==> config.mk <==
export PLATFORM = sky130hd
export DESIGN_NAME = fib_sequencer
export DESIGN_NICKNAME = d
export VERILOG_FILES = /design/src/rtl/fib_pkg.sv /design/src/rtl/fib_sequencer.sv
export SDC_FILE = /design/constraint.sdc
export NUM_CORES = 1
export LEC_CHECK = 0
export BUFFER_PORTS_ARGS = -buffer_cell sky130_fd_sc_hd__clkbuf_2
export CORE_MARGIN = 2
export CORE_UTILIZATION = 40
export CTS_CLUSTER_DIAMETER = 50
export DETAILED_ROUTE_END_ITERATION = 10
export SYNTH_ARGS = -nofsm -noshare
export SYNTH_HDL_FRONTEND = slang
export SYNTH_SLANG_ARGS = --single-unit
export TNS_END_PERCENT = 100
==> constraint.sdc <==
create_clock -name clk -period 2.2 [get_ports clk]
set_input_delay 0.22 -clock clk [delete_from_list [all_inputs] [get_ports clk]]
set_output_delay 0.22 -clock clk [all_outputs]
set_load 0.05 [all_outputs]
==> src/rtl/fib_pkg.sv <==
// Shared types and default geometry for the Fibonacci register-file sequencer.
package fib_pkg;

  localparam int unsigned FIB_ADDR_W    = 6;
  localparam int unsigned FIB_DATA_W    = 32;
  localparam int unsigned FIB_START_IDX = 2;

  typedef enum logic [2:0] {
    IDLE,
    RD_A,
    RD_B,
    WR,
    DONE
  } state_t;

endpackage

==> src/rtl/fib_sequencer.sv <==
// Fills register-file entries START_IDX..last_idx with reg[i] = reg[i-2] + reg[i-1],
// using three cycles per entry: read i-2, read i-1, write i.
module fib_sequencer
  import fib_pkg::*;
#(
  parameter int unsigned ADDR_W    = FIB_ADDR_W,
  parameter int unsigned DATA_W    = FIB_DATA_W,
  parameter int unsigned START_IDX = FIB_START_IDX
) (
  input  logic              clk,
  input  logic              rst,
  input  logic              start,
  input  logic [ADDR_W-1:0] last_idx,
  output logic [ADDR_W-1:0] rAddr,
  input  logic [DATA_W-1:0] rDout,
  output logic [ADDR_W-1:0] wAddr,
  output logic [DATA_W-1:0] wDin,
  output logic              wEna,
  output logic              busy,
  output logic              done,
  output logic              overflow,
  output logic [DATA_W-1:0] result
);

  state_t            state;
  logic [ADDR_W-1:0] idx;
  logic [ADDR_W-1:0] last_reg;
  logic [DATA_W-1:0] a_reg;
  logic              carry_reg;
  logic [DATA_W:0]   sum_c;

  // The second operand is added as it is read, so wDin leaves a register during WR.
  assign sum_c = {1'b0, a_reg} + {1'b0, rDout};

  always_ff @(posedge clk) begin
    if (rst) begin
      state     <= IDLE;
      idx       <= ADDR_W'(START_IDX);
      last_reg  <= '0;
      a_reg     <= '0;
      carry_reg <= 1'b0;
      rAddr     <= '0;
      wAddr     <= '0;
      wDin      <= '0;
      wEna      <= 1'b0;
      busy      <= 1'b0;
      done      <= 1'b0;
      overflow  <= 1'b0;
      result    <= '0;
    end else begin
      case (state)
        IDLE, DONE: begin
          if (start) begin
            last_reg <= last_idx;
            idx      <= ADDR_W'(START_IDX);
            overflow <= 1'b0;
            if (last_idx < ADDR_W'(START_IDX)) begin
              state <= DONE;
              done  <= 1'b1;
              busy  <= 1'b0;
            end else begin
              state <= RD_A;
              done  <= 1'b0;
              busy  <= 1'b1;
              rAddr <= ADDR_W'(START_IDX - 2);
            end
          end
        end

        RD_A: begin
          a_reg <= rDout;
          rAddr <= idx - ADDR_W'(1);
          state <= RD_B;
        end

        RD_B: begin
          wAddr     <= idx;
          wDin      <= sum_c[DATA_W-1:0];
          carry_reg <= sum_c[DATA_W];
          wEna      <= 1'b1;
          state     <= WR;
        end

        WR: begin
          wEna     <= 1'b0;
          result   <= wDin;
          overflow <= overflow | carry_reg;
          if (idx == last_reg) begin
            state <= DONE;
            done  <= 1'b1;
            busy  <= 1'b0;
          end else begin
            // Next entry reads idx+1-2, which is the current idx-1.
            idx   <= idx + ADDR_W'(1);
            rAddr <= idx - ADDR_W'(1);
            state <= RD_A;
          end
        end

        default: state <= IDLE;
      endcase
    end
  end

endmodule
# After elaboration in Yosys (flattened, before gate mapping)
# Cells that the tools add are included.
# classes
addsub,3
div,0
n_eq_ne,9
n_lt_le_gt_ge,1
shifts,0
reduce_logical,10
bitwise,1
multipliers,0
mux,22
# ops
cell,count
32-bit by 32-bit adder with 33-bit output,1
6-bit 2-to-1 mux,5
6-bit case mux with 3 select lines,1
3-bit case mux with 4 select lines,1
6-bit case mux with 2 select lines,1
3-bit 2-to-1 mux,3
"2-bit != test, second input constant",4
1-bit case mux with 2 select lines,4
1-bit 2-to-1 mux,7
"6-bit by 1-bit adder with 6-bit output, second input constant",1
"3-bit by 2-bit equality test with 1-bit output, second input constant",2
6-bit equality test,1
"6-bit by 2-bit < comparator with 1-bit output, second input constant",1
3-bit AND reduction,2
"6-bit by 1-bit subtractor with 6-bit output, second input constant",1
2-bit AND reduction,2
4-bit AND reduction,1
2-bit nonzero test,2
"3-bit by 1-bit equality test with 1-bit output, second input constant",1
"3-bit equality test, second input constant",1
3-bit zero test,1
3-bit nonzero test,1
2-bit OR reduction,1
1-bit bitwise OR,1
# totals
in_bits,41
romBits,0
register_bits,128
ramBits,0
word_cells,59
latch_bits,0
n_memories,0
out_inout_bits,80

# Longest topological paths before layout
# Gate-level depths: netlist of the first run.
# logic_depth
word_depth,4
mapped_depth,9
ltp_nobuf,9

# Worst setup path after synthesis of the first run
# No wires, ideal clock.
# synth_path
kind,register to register
from,register a_reg[0]
to,register wDin[20]
slack_ns,-0.148
arrival_ns,2.232
path_buffers,0
path_stages_with_launch,10
setup_time_ns,0.117
period_less_slack_ns,2.348
required_ns,2.083
path_cell_list,dfxtp_1 > ha_1 > fa_1 > a21oi_1 > o21ai_0 > and3b_1 > o21a_1 > or3_1 > xor2_1 > a22o_1
# synth_via
elab_chain_len,1
# synth_lines
element,line,text
start: declaration,fib_sequencer.sv:28,logic [DATA_W-1:0] a_reg;
start signal: assignment,fib_sequencer.sv:71,a_reg <= rDout;
32-bit by 32-bit adder with 33-bit output,fib_sequencer.sv:33,"assign sum_c = {1'b0, a_reg} + {1'b0, rDout};"
end signal: assignment,fib_sequencer.sv:78,wDin <= sum_c[DATA_W-1:0];
end: declaration,fib_sequencer.sv:17,"output logic [DATA_W-1:0] wDin,"
# Every way passes these cells.
# A chain may end at the register's enable or synchronous reset.

# Worst setup path in the final report of the first run
# Same ends and word-level chain as after synthesis.

==> flow_summary.toml, run 1 <==
[status]
status = "finished, violations left"
violations = "setup timing"

[setup_path]
crit_path_start = "a_reg[0]$_SDFFE_PP0P_"
crit_chain = "ha_4 > fa_2 > a21oi_4 > o21ai_2 > and3b_2 > o21a_1 > or3_4 > xor2_1 > a22o_1"
rr_worst_depth = 9
startpoint_type = "flop"
crit_type = "flop to flop"
worstReg2RegEnd = "wDin[20]$_SDFFE_PP0P_"
endpoint_kind = "flop"
cp.arrival_ns = 2.61
cp.depth = 9
required_ns = 2.52
endpoint = "wDin[20]$_SDFFE_PP0P_"
cp_max_fo = 3
r2r_start = "a_reg[0]$_SDFFE_PP0P_"
reg2reg_slack_ns = -0.09
cpLargestDelayFamily = "compound AO/OA/AOI/OAI gates"
critPathBufInv = 0
max_stage_delay_ns = 0.37
worst_path_max_delay_cell = "fa_2"

[drt]
drt_iter0_markers = 403
wl_per_cell_um = 15.0
vias = 6349
vias_per_cell = 5.13
drc = 0
wirelength_mm = 18.6
drtAntennaViolNets = 0
drtPass1Iterations = 5

[yosys]
syn_nets = 909
yosysUniqueCellTypes = 62
ys_seq_area_share_pct = 40.0
synth-edff-count = 0
yosys_warnings = 0
synth_ff_type = "dfxtp_1"
synth_seq_cells = 128
postSynthAreaPerCell_sq_um = 7.69
syn_inst = 833
async_reset_ff_share_pct = 0
syn-cell-area_sq_mm = 0.00641

[placement]
dp_cells = 1202
globalplace.congestion = 0.885
dp_hpwl_mm = 13.4
dpl_cell_area_sq_mm = 0.00771
dpl_worst_slack_ns = -0.313
port_buffers = 120

[grt]
first_global_vias = 5827
grt_max_degree = 65
grt_pass1_wl_mm = 29.6
antenna_found_initial = 0
grt_usage_pct = 22.3
grt.overflow.total = 0

[sta]
tightest_slew_ns = 0.735
fin_crit_ns = 2.29
fin_skew_ns = 0.00792
setup_viol = 9
period_share_pct = 104
rsz0062_at_grt = "true"
max_slew_margin_pct = 50.8
worst_slack_ns = -0.0940
max_freq_ghz = 0.436
maxSlewViolCount = 0
final_hold_viol_count = 0

[clocking]
cts_tree = "yes"
clkLatencyLatePin_ns = 0.42
cts_made_buffers = 17
h-tree-depth = 4
cts_root_buffer = "clkbuf_16"
clock_sinks = 128
cts_buffer_depth = 2
postCtsHoldBufs = 0
clkTransAtPathRegs_ns = 0.06

[power_and_ir_drop]
p_clk_share_pct = 28.6
seq_power_share_pct = 30.5
p_sw_mw = 4.07
power_mw = 10.0
power.leakage_nw = 3.65
ir_worst_vdd_uv = 639
power.switching_fraction_pct = 40.6
power_density_mw_per_mm2 = 1180
combPwrFrac_pct = 40.9
p_int_mw = 5.94

[hold_path]
min_path_type = "input port to flop"
min_path_cells = 3

[final_layout]
fin_area_sq_mm = 0.00849
nFillCells = 1595
drive_gt1_share_pct = 26.8
layout_common_cells = "217 x nand2_1, 131 x a21oi_1, 126 x dfxtp_1"
final_common_cell = "nand2_1"
final_nets = 1084
final_util_pct = 53.8
antenna_cells = 0
fin_cells = 1237
area_growth_pct = 32.5

[floorplanning]
dieArea_sq_mm = 0.0170
die_h_um = 131
num_rows = 46
core_area_sq_mm = 0.0158
start_util_pct = 40.6
boundaryPins = 121
dieWidth_um = 131

[flow_run]
max-cap-violations = 0
==> repair_timing <==
action                     4_1_cts  5_1_grt
resized for setup               21       15
setup endpoints to repair       12       17
cloned                           0        0
pin swaps                       16        6
setup buffers                    2        1
==> worst register-to-register path, delay by kind of cell (launching register included) <==
family,cells,cell delay (ns)
adders and majority gates,2,0.53
AOI/OAI and AO/OA,4,0.61
DFF,1,0.33
and+or+nand+nor,2,0.57
xor gates and xnor gates,1,0.15
==> worst min path at each step <==
stage               slack [ns]                  endpoint              startpoint
floorplan                 0.36     a_reg[0]$_SDFFE_PP0P_                rDout[0]
global placement          0.44     rAddr[3]$_SDFFE_PP0P_   rAddr[3]$_SDFFE_PP0P_
detailed placement        0.45    result[5]$_SDFFE_PP0P_  result[5]$_SDFFE_PP0P_
CTS                      0.002  last_reg[0]$_SDFFE_PP0P_             last_idx[0]
global route              0.02  last_reg[0]$_SDFFE_PP0P_             last_idx[0]
finish                    0.02  last_reg[0]$_SDFFE_PP0P_             last_idx[0]
==> cell type report <==
class,count,area (sq um),share of cell area [%]
Clock inverter,15,169,1.99
Clock buffer,17,425,5.01
Sequential cell,128,2560,30.2
Multi-Input combinational cell,643,3770,44.5
Tap cell,216,270,3.18
Inverter,16,60.1,0.707
Timing Repair Buffer,202,1230,14.4
==> routing by layer <==
metal  track usage [%]  up-vias  wire (um)
met5                 0        -          0
met4              7.32        0        271
met3              4.56       21        900
met2              36.1      159       8650
met1              29.8     2911       8740
li1                  -     3258          -
==> metrics by stage <==
step | setup TNS, ns | hold slack [ns]
5_1_grt | -1.27 | 0.0244
2_1_floorplan | -0.0593 | 0.356
4_1_cts | -1.18 | 0.00224
3_5_place_dp | -1.48 | 0.446
3_3_place_gp | -1.15 | 0.443
6_report | -0.440 | 0.0230
==> power groups by stage <==
stage	Sequential (mW)	Clock [mW]	Combinational, mW
floorplan	3.67	0	2.01
global placement	3.09	0	3.92
detailed placement	3.09	0	3.94
CTS	3.05	2.92	4.05
global route	3.10	3.02	4.48
finish	3.05	2.86	4.09
==> Yosys cell counts, drive strengths merged (5+ instances only) <==
cell type / count / area share (%)
nor3: 15 / 1.2
o21a: 8 / 0.94
a21o: 13 / 1.5
and3: 5 / 0.49
nand2b: 5 / 0.49
a21oi: 136 / 11
clkbuf: 37 / 2.2
nand2: 218 / 13
ha: 34 / 6.6
nand4: 10 / 0.98
a31oi: 6 / 0.59
o21ai: 33 / 2.6
xnor2: 20 / 2.7
nand3: 20 / 1.6
dfxtp: 128 / 40
buf: 9 / 0.66
inv: 16 / 0.94
xor2: 15 / 2.1
nor2: 38 / 2.3
==> logic make-up after synthesis <==
family / Yosys count / synth area share [%]
flops: 128 / 40.0
xor+xnor: 35 / 4.78
buf+inv: 62 / 3.77
fa+ha+maj: 35 / 6.95
mux: 1 / 0.176
compound gates: 240 / 22.3
simple gates: 332 / 22.0
Power figures use the tool's default switching activity.
==> run 2: changes to the inputs <==
ABC_AREA = 1   (was default)
CAP_MARGIN = 20   (was default)
==> run 2 against run 1 <==
The flow now finishes without violations. Cell count rose by 19%. Flip-flop and latch count stayed put. Final area increased by 2.2%. Non-clock buffer count fell by 72. Critical path depth is 1 higher. Area after synthesis is 13% higher. Sequential power shrank 8.5%. Global-route usage shrank 1.2 points. Utilization down 5.3 points. Wire length grew 9.3%.
==> flow_summary.toml, run 2 <==
[sta]
maxSlewViolCount = 0
setup_tns_ns = 0
fin_crit_ns = 2.03
max_freq_ghz = 0.494
rsz0062_at_grt = "false"
max_slew_margin_pct = 56.5
fin_skew_ns = 0.00987
period_share_pct = 92.1
setup_viol = 0
final_hold_viol_count = 0
worst_hold_slack_ns = 0.0480
tightest_slew_ns = 0.653

[grt]
grt_usage_pct = 21.1
grt_max_degree = 58
antenna_found_initial = 0
grt.overflow.total = 0
first_global_vias = 6475
grt_pass1_wl_mm = 33.2

[setup_path]
max_stage_delay_ns = 0.42
cpLargestDelayFamily = "simple AND/OR/NAND/NOR gates"
crit_chain = "ha_1 > nand2_1 > nor2_1 > inv_1 > nor3_1 > nand2_1 > nand3_1 > nand2_1 > nor2_1 > nor2_1"
critPathBufInv = 1
required_ns = 2.51
endpoint = "wDin[28]$_SDFFE_PP0P_"
cp.depth = 10
rr_worst_depth = 10
endpoint_kind = "flop"
startpoint_type = "flop"
cp_max_fo = 5
worst_path_max_delay_cell = "ha_1"
crit_type = "flop to flop"
r2r_start = "a_reg[24]$_SDFFE_PP0P_"
cp.arrival_ns = 2.34
worstReg2RegEnd = "wDin[28]$_SDFFE_PP0P_"
crit_path_start = "a_reg[24]$_SDFFE_PP0P_"
reg2reg_slack_ns = 0.17

[final_layout]
drive_gt1_share_pct = 14.4
antenna_cells = 0
nFillCells = 1893
fin_area_sq_mm = 0.00868
multiInputGateArea_sq_mm = 0.00387
final_common_cell = "nand2_1"
regArea_sq_mm = 0.00256
layout_common_cells = "298 x nand2_1, 171 x inv_1, 128 x dfxtp_1"
area_growth_pct = 19.5
fin_cells = 1476
final_nets = 1310
final_util_pct = 48.5

[drt]
vias = 7099
drc = 0
wirelength_mm = 20.3
drtPass1Iterations = 5
drt_iter0_markers = 458
vias_per_cell = 4.81
wl_per_cell_um = 13.7
drtAntennaViolNets = 0

[yosys]
ys_seq_area_share_pct = 35.3
async_reset_ff_share_pct = 0
synth-edff-count = 0
syn_nets = 1200
synth.most_common_cell = "nand2_1"
synth_seq_cells = 128
yosys.area.top_type = "dfxtp_1"
synth.top_cell.area_share_pct = 35.3
syn-cell-area_sq_mm = 0.00726
yosysUniqueCellTypes = 36
synth_area_leaders = "dfxtp_1 35%, nand2_1 15%, inv_1 8.8%"
postSynthAreaPerCell_sq_um = 6.46
yosys-top-cells-count = "298 x nand2_1, 171 x inv_1, 128 x dfxtp_1"
synth_ff_type = "dfxtp_1"
syn_inst = 1124
yosys_warnings = 0

[floorplanning]
start_util_pct = 40.6
boundaryPins = 121
dieWidth_um = 139
core_area_sq_mm = 0.0179
dieArea_sq_mm = 0.0193
die_h_um = 139
num_rows = 49

[clocking]
postCtsHoldBufs = 0
cts_setup_buffers = 0
clkTransAtPathRegs_ns = 0.06
cts_tree = "yes"
h-tree-depth = 4
clock_sinks = 128
cts_root_buffer = "clkbuf_16"
ctsResizeCount = 0
cts_made_buffers = 17
cts_buffer_depth = 2
clkLatencyLatePin_ns = 0.42

[flow_run]
max-cap-violations = 0

[hold_path]
min_path_type = "input port to flop"

[status]
status = "finished, final reports clean"

[power_and_ir_drop]
power.leakage_nw = 4.56
ir_worst_vdd_uv = 564
power_density_mw_per_mm2 = 938
p_clk_share_pct = 34.4
combPwrFrac_pct = 31.3
p_int_mw = 4.99
seq_power_share_pct = 34.3
p_sw_mw = 3.15
power.switching_fraction_pct = 38.7

[placement]
port_buffers = 120
dpl_cell_area_sq_mm = 0.00810
globalplace.congestion = 0.912
dp_hpwl_mm = 15.3
dp_cells = 1444
==> run 2: cell count changes after synthesis, moves of 7 or more <==
cell and change:
inv_2 +7, nor3_1 -8, a21oi_1 -26, xnor2_1 -19
nand3_1 +61, nand2_1 +80, a21o_1 -12, nor2_1 +71
inv_1 +155, o21ai_0 +35
==> run 2: cell families (layout without fill, tap and decap cells) <==
kind of cell	count (synthesis)	count (layout)	synth area share [%]
AO/OA/AOI/OAI	207	207	15.2
flip-flops	128	128	35.3
XOR/XNOR	22	22	2.65
AND/OR/NAND/NOR	514	514	29.3
buffers and inverters	218	341	11.5
adder cells (fa/ha/maj)	35	35	6.13
==> run 2: cell type report <==
class                   count  share of cell area, %
clock buffers              20                   5.15
clock inverters            12                   1.57
flip-flops and latches    128                   29.5
inverters                 179                   7.74
well taps                 229                   3.30
multi-input cells         778                   44.6
repair buffers            130                   8.07
==> run 2: worst min path at each step <==
stage | start | to | slack, ns | cells after the start
2_1_floorplan | last_idx[1] | last_reg[1]$_SDFFE_PP0P_ | 0.35 | 2
3_3_place_gp | a_reg[13]$_SDFFE_PP0P_ | a_reg[13]$_SDFFE_PP0P_ | 0.45 | 2
3_5_place_dp | rAddr[2]$_SDFFE_PP0P_ | rAddr[2]$_SDFFE_PP0P_ | 0.46 | 2
4_1_cts | last_idx[3] | last_reg[3]$_SDFFE_PP0P_ | 0.05 | 3
5_1_grt | rDout[18] | a_reg[18]$_SDFFE_PP0P_ | 0.07 | 3
6_report | last_idx[3] | last_reg[3]$_SDFFE_PP0P_ | 0.05 | 3
==> run 2: worst min-delay path, cell delays in order <==
cell and delay, ns:
clkbuf_2 0.09, nor2_1 0.04, nor2_1 0.08
==> run 2: through the flow <==
stage	total power, mW	worst slack (ns)
2_1_floorplan	4.68	0.448
3_3_place_gp	5.37	0.156
3_5_place_dp	5.38	0.204
4_1_cts	8.20	0.240
5_1_grt	8.59	0.0453
6_report	8.14	0.175
==> run 2: power by group through the flow <==
stage               logic, mW  registers, mW  clock network, mW
finish                   2.55           2.79               2.80
floorplan                1.30           3.38                  0
global placement         2.54           2.83                  0
CTS                      2.56           2.79               2.85
global route             2.81           2.82               2.96
detailed placement       2.55           2.84                  0
==> run 2: routing by layer <==
metal | vias up | GRT usage, % | wire length [um]
li1 | 3776 | - | -
met1 | 3159 | 29.8 | 10200
met2 | 136 | 32.5 | 8850
met3 | 28 | 4.11 | 841
met4 | 0 | 6.49 | 416
met5 | - | 0 | 0
==> run 3: changes to the inputs <==
BUFFER_PORTS_ARGS = default   (was -buffer_cell sky130_fd_sc_hd__clkbuf_2)
DONT_BUFFER_PORTS = 1   (was default)
SLEW_MARGIN = 20   (was default)
==> run 3 against run 2 <==
Sequential share of layout area increased by 0.59 points. Largest cell class unchanged. Maximum frequency increased by 1.8%. Global-route usage increased by 0.66 points. Register-to-register slack improved by 0.04 ns. Die area unchanged. Combinational power decreased by 30%. Total power increased by 0.97%.
==> flow_summary.toml, run 3 (synthesis results as in run 2) <==
[hold_path]
min_path_type = "input port to flop"
min_path_cells = 2
min_to = "last_reg[4]$_SDFFE_PP0P_"
min-delay-start = "last_idx[4]"

[final_layout]
final_common_cell = "nand2_1"
drive_gt1_share_pct = 5.66
fin_area_sq_mm = 0.00851
antenna_cells = 0
final_nets = 1229
regArea_sq_mm = 0.00256
layout_common_cells = "298 x nand2_1, 171 x inv_1, 128 x dfxtp_1"
nFillCells = 1911
multiInputGateArea_sq_mm = 0.00388
area_growth_pct = 17.1
final_util_pct = 47.5
fin_cells = 1395

[placement]
dp_hpwl_mm = 14.9
dpl_cell_area_sq_mm = 0.00748
port_buffers = 0
dpl_worst_slack_ns = 0.155
dp_cells = 1325
globalplace.congestion = 0.913

[drt]
drtPass1Iterations = 6
drc = 0
wl_per_cell_um = 14.6
drt_iter0_markers = 366
wirelength_mm = 20.3
vias_per_cell = 4.95
drtAntennaViolNets = 0
vias = 6905

[grt]
first_global_vias = 6609
grt_max_degree = 58
grt_usage_pct = 21.7
grt_pass1_wl_mm = 33.8
antenna_found_initial = 0
grt.overflow.total = 0

[floorplanning]
num_rows = 49
boundaryPins = 121
dieArea_sq_mm = 0.0193
die_h_um = 139
start_util_pct = 40.6
dieWidth_um = 139
core_area_sq_mm = 0.0179

[power_and_ir_drop]
power.leakage_nw = 4.22
ir_worst_vdd_uv = 946
power_density_mw_per_mm2 = 966

[sta]
max_freq_ghz = 0.503
fin_crit_ns = 1.99
fin_skew_ns = 0.0166
rsz0062_at_grt = "false"
worst_slack_ns = 0.212
period_share_pct = 90.4
max_slew_margin_pct = 57.4
final_hold_viol_count = 0
maxSlewViolCount = 0
setup_tns_ns = 0
setup_viol = 0
tightest_slew_ns = 0.638

[setup_path]
startpoint_type = "flop"
endpoint_kind = "flop"
crit_path_start = "a_reg[0]$_SDFFE_PP0P_"
r2r_start = "a_reg[0]$_SDFFE_PP0P_"
reg2reg_slack_ns = 0.21
worstReg2RegEnd = "wDin[24]$_SDFFE_PP0P_"
crit_type = "flop to flop"
rr_worst_depth = 12
cp.arrival_ns = 2.31
cp_max_fo = 4
required_ns = 2.53

[clocking]
clkLatencyLatePin_ns = 0.43
cts_made_buffers = 17
h-tree-depth = 4
cts_tree = "yes"
clkTransAtPathRegs_ns = 0.06
clock_sinks = 128
cts_buffer_depth = 2
cts_root_buffer = "clkbuf_16"

[status]
status = "finished, final reports clean"

[flow_run]
max-cap-violations = 0
run 3: changes by cell type in the layout (fill, tap and decap cells not counted), moves of 3 or more:
cell	before	now
buf_4	8	11
inv_8	0	3
dlygate4sd3_1	0	37
clkbuf_2	120	0
run 3: routing by layer:
layer,wire (um),up-vias,part of all wire [%],track usage (%)
li1,-,3619,-,-
met3,1120,28,5.5,4.70
met5,0,-,0,0
met2,9100,159,45,35.1
met1,9630,3099,47,28.9
met4,479,0,2.4,7.44
run 3: worst max path at each step:
| stage | to | slack [ns] | cells after the start |
|---|---|---|---|
| 5_1_grt | wDin[24]$_SDFFE_PP0P_ | 0.09 | 12 |
| 3_3_place_gp | wDin[24]$_SDFFE_PP0P_ | 0.18 | 12 |
| 2_1_floorplan | wDin[24]$_SDFFE_PP0P_ | 0.45 | 12 |
| 4_1_cts | wDin[24]$_SDFFE_PP0P_ | 0.14 | 12 |
| 6_report | wDin[24]$_SDFFE_PP0P_ | 0.21 | 12 |
| 3_5_place_dp | wDin[24]$_SDFFE_PP0P_ | 0.16 | 12 |
run 3: stage by stage:
step,power [mW],hold WS [ns]
finish,8.22,0.00907
floorplan,4.68,0.355
global route,8.67,0.0295
CTS,8.29,0.000878
detailed placement,5.16,0.299
global placement,5.15,0.296
run 3: cell type report:
class                      instances  area share, %
clock inverter                    15           2.35
multi-input combinational        778           45.6
clock buffer                      17           5.00
inverter                         179           7.90
timing repair buffer              49           5.65
tap                              229           3.37
sequential                       128           30.1
run 3: repair_timing:
action	CTS	global route
resized for setup	0	2
hold buffers	38	0
endpoints found under the setup margin	0	2
hold endpoints to repair	61	0
buffers inserted	0	0
run 3: critical path: stages (launching register included):
cell     delay, ns
dfxtp_1       0.32
ha_1          0.23
fa_2          0.39
nand3_1       0.08
nand3_1       0.14
nand2_1       0.10
nand2_1       0.13
nand3_1       0.15
nand3_1       0.11
nand2_1       0.07
nand3_1       0.06
nand2_1       0.07
inv_1         0.03
run 3: power breakdown:
| part | internal (mW) | switching, mW | leakage, nW | total, mW |
|---|---|---|---|---|
| Clock | 1.82 | 1.21 | 0.300 | 3.03 |
| Combinational | 0.604 | 1.18 | 2.88 | 1.78 |
| Sequential | 2.60 | 0.812 | 1.04 | 3.41 |
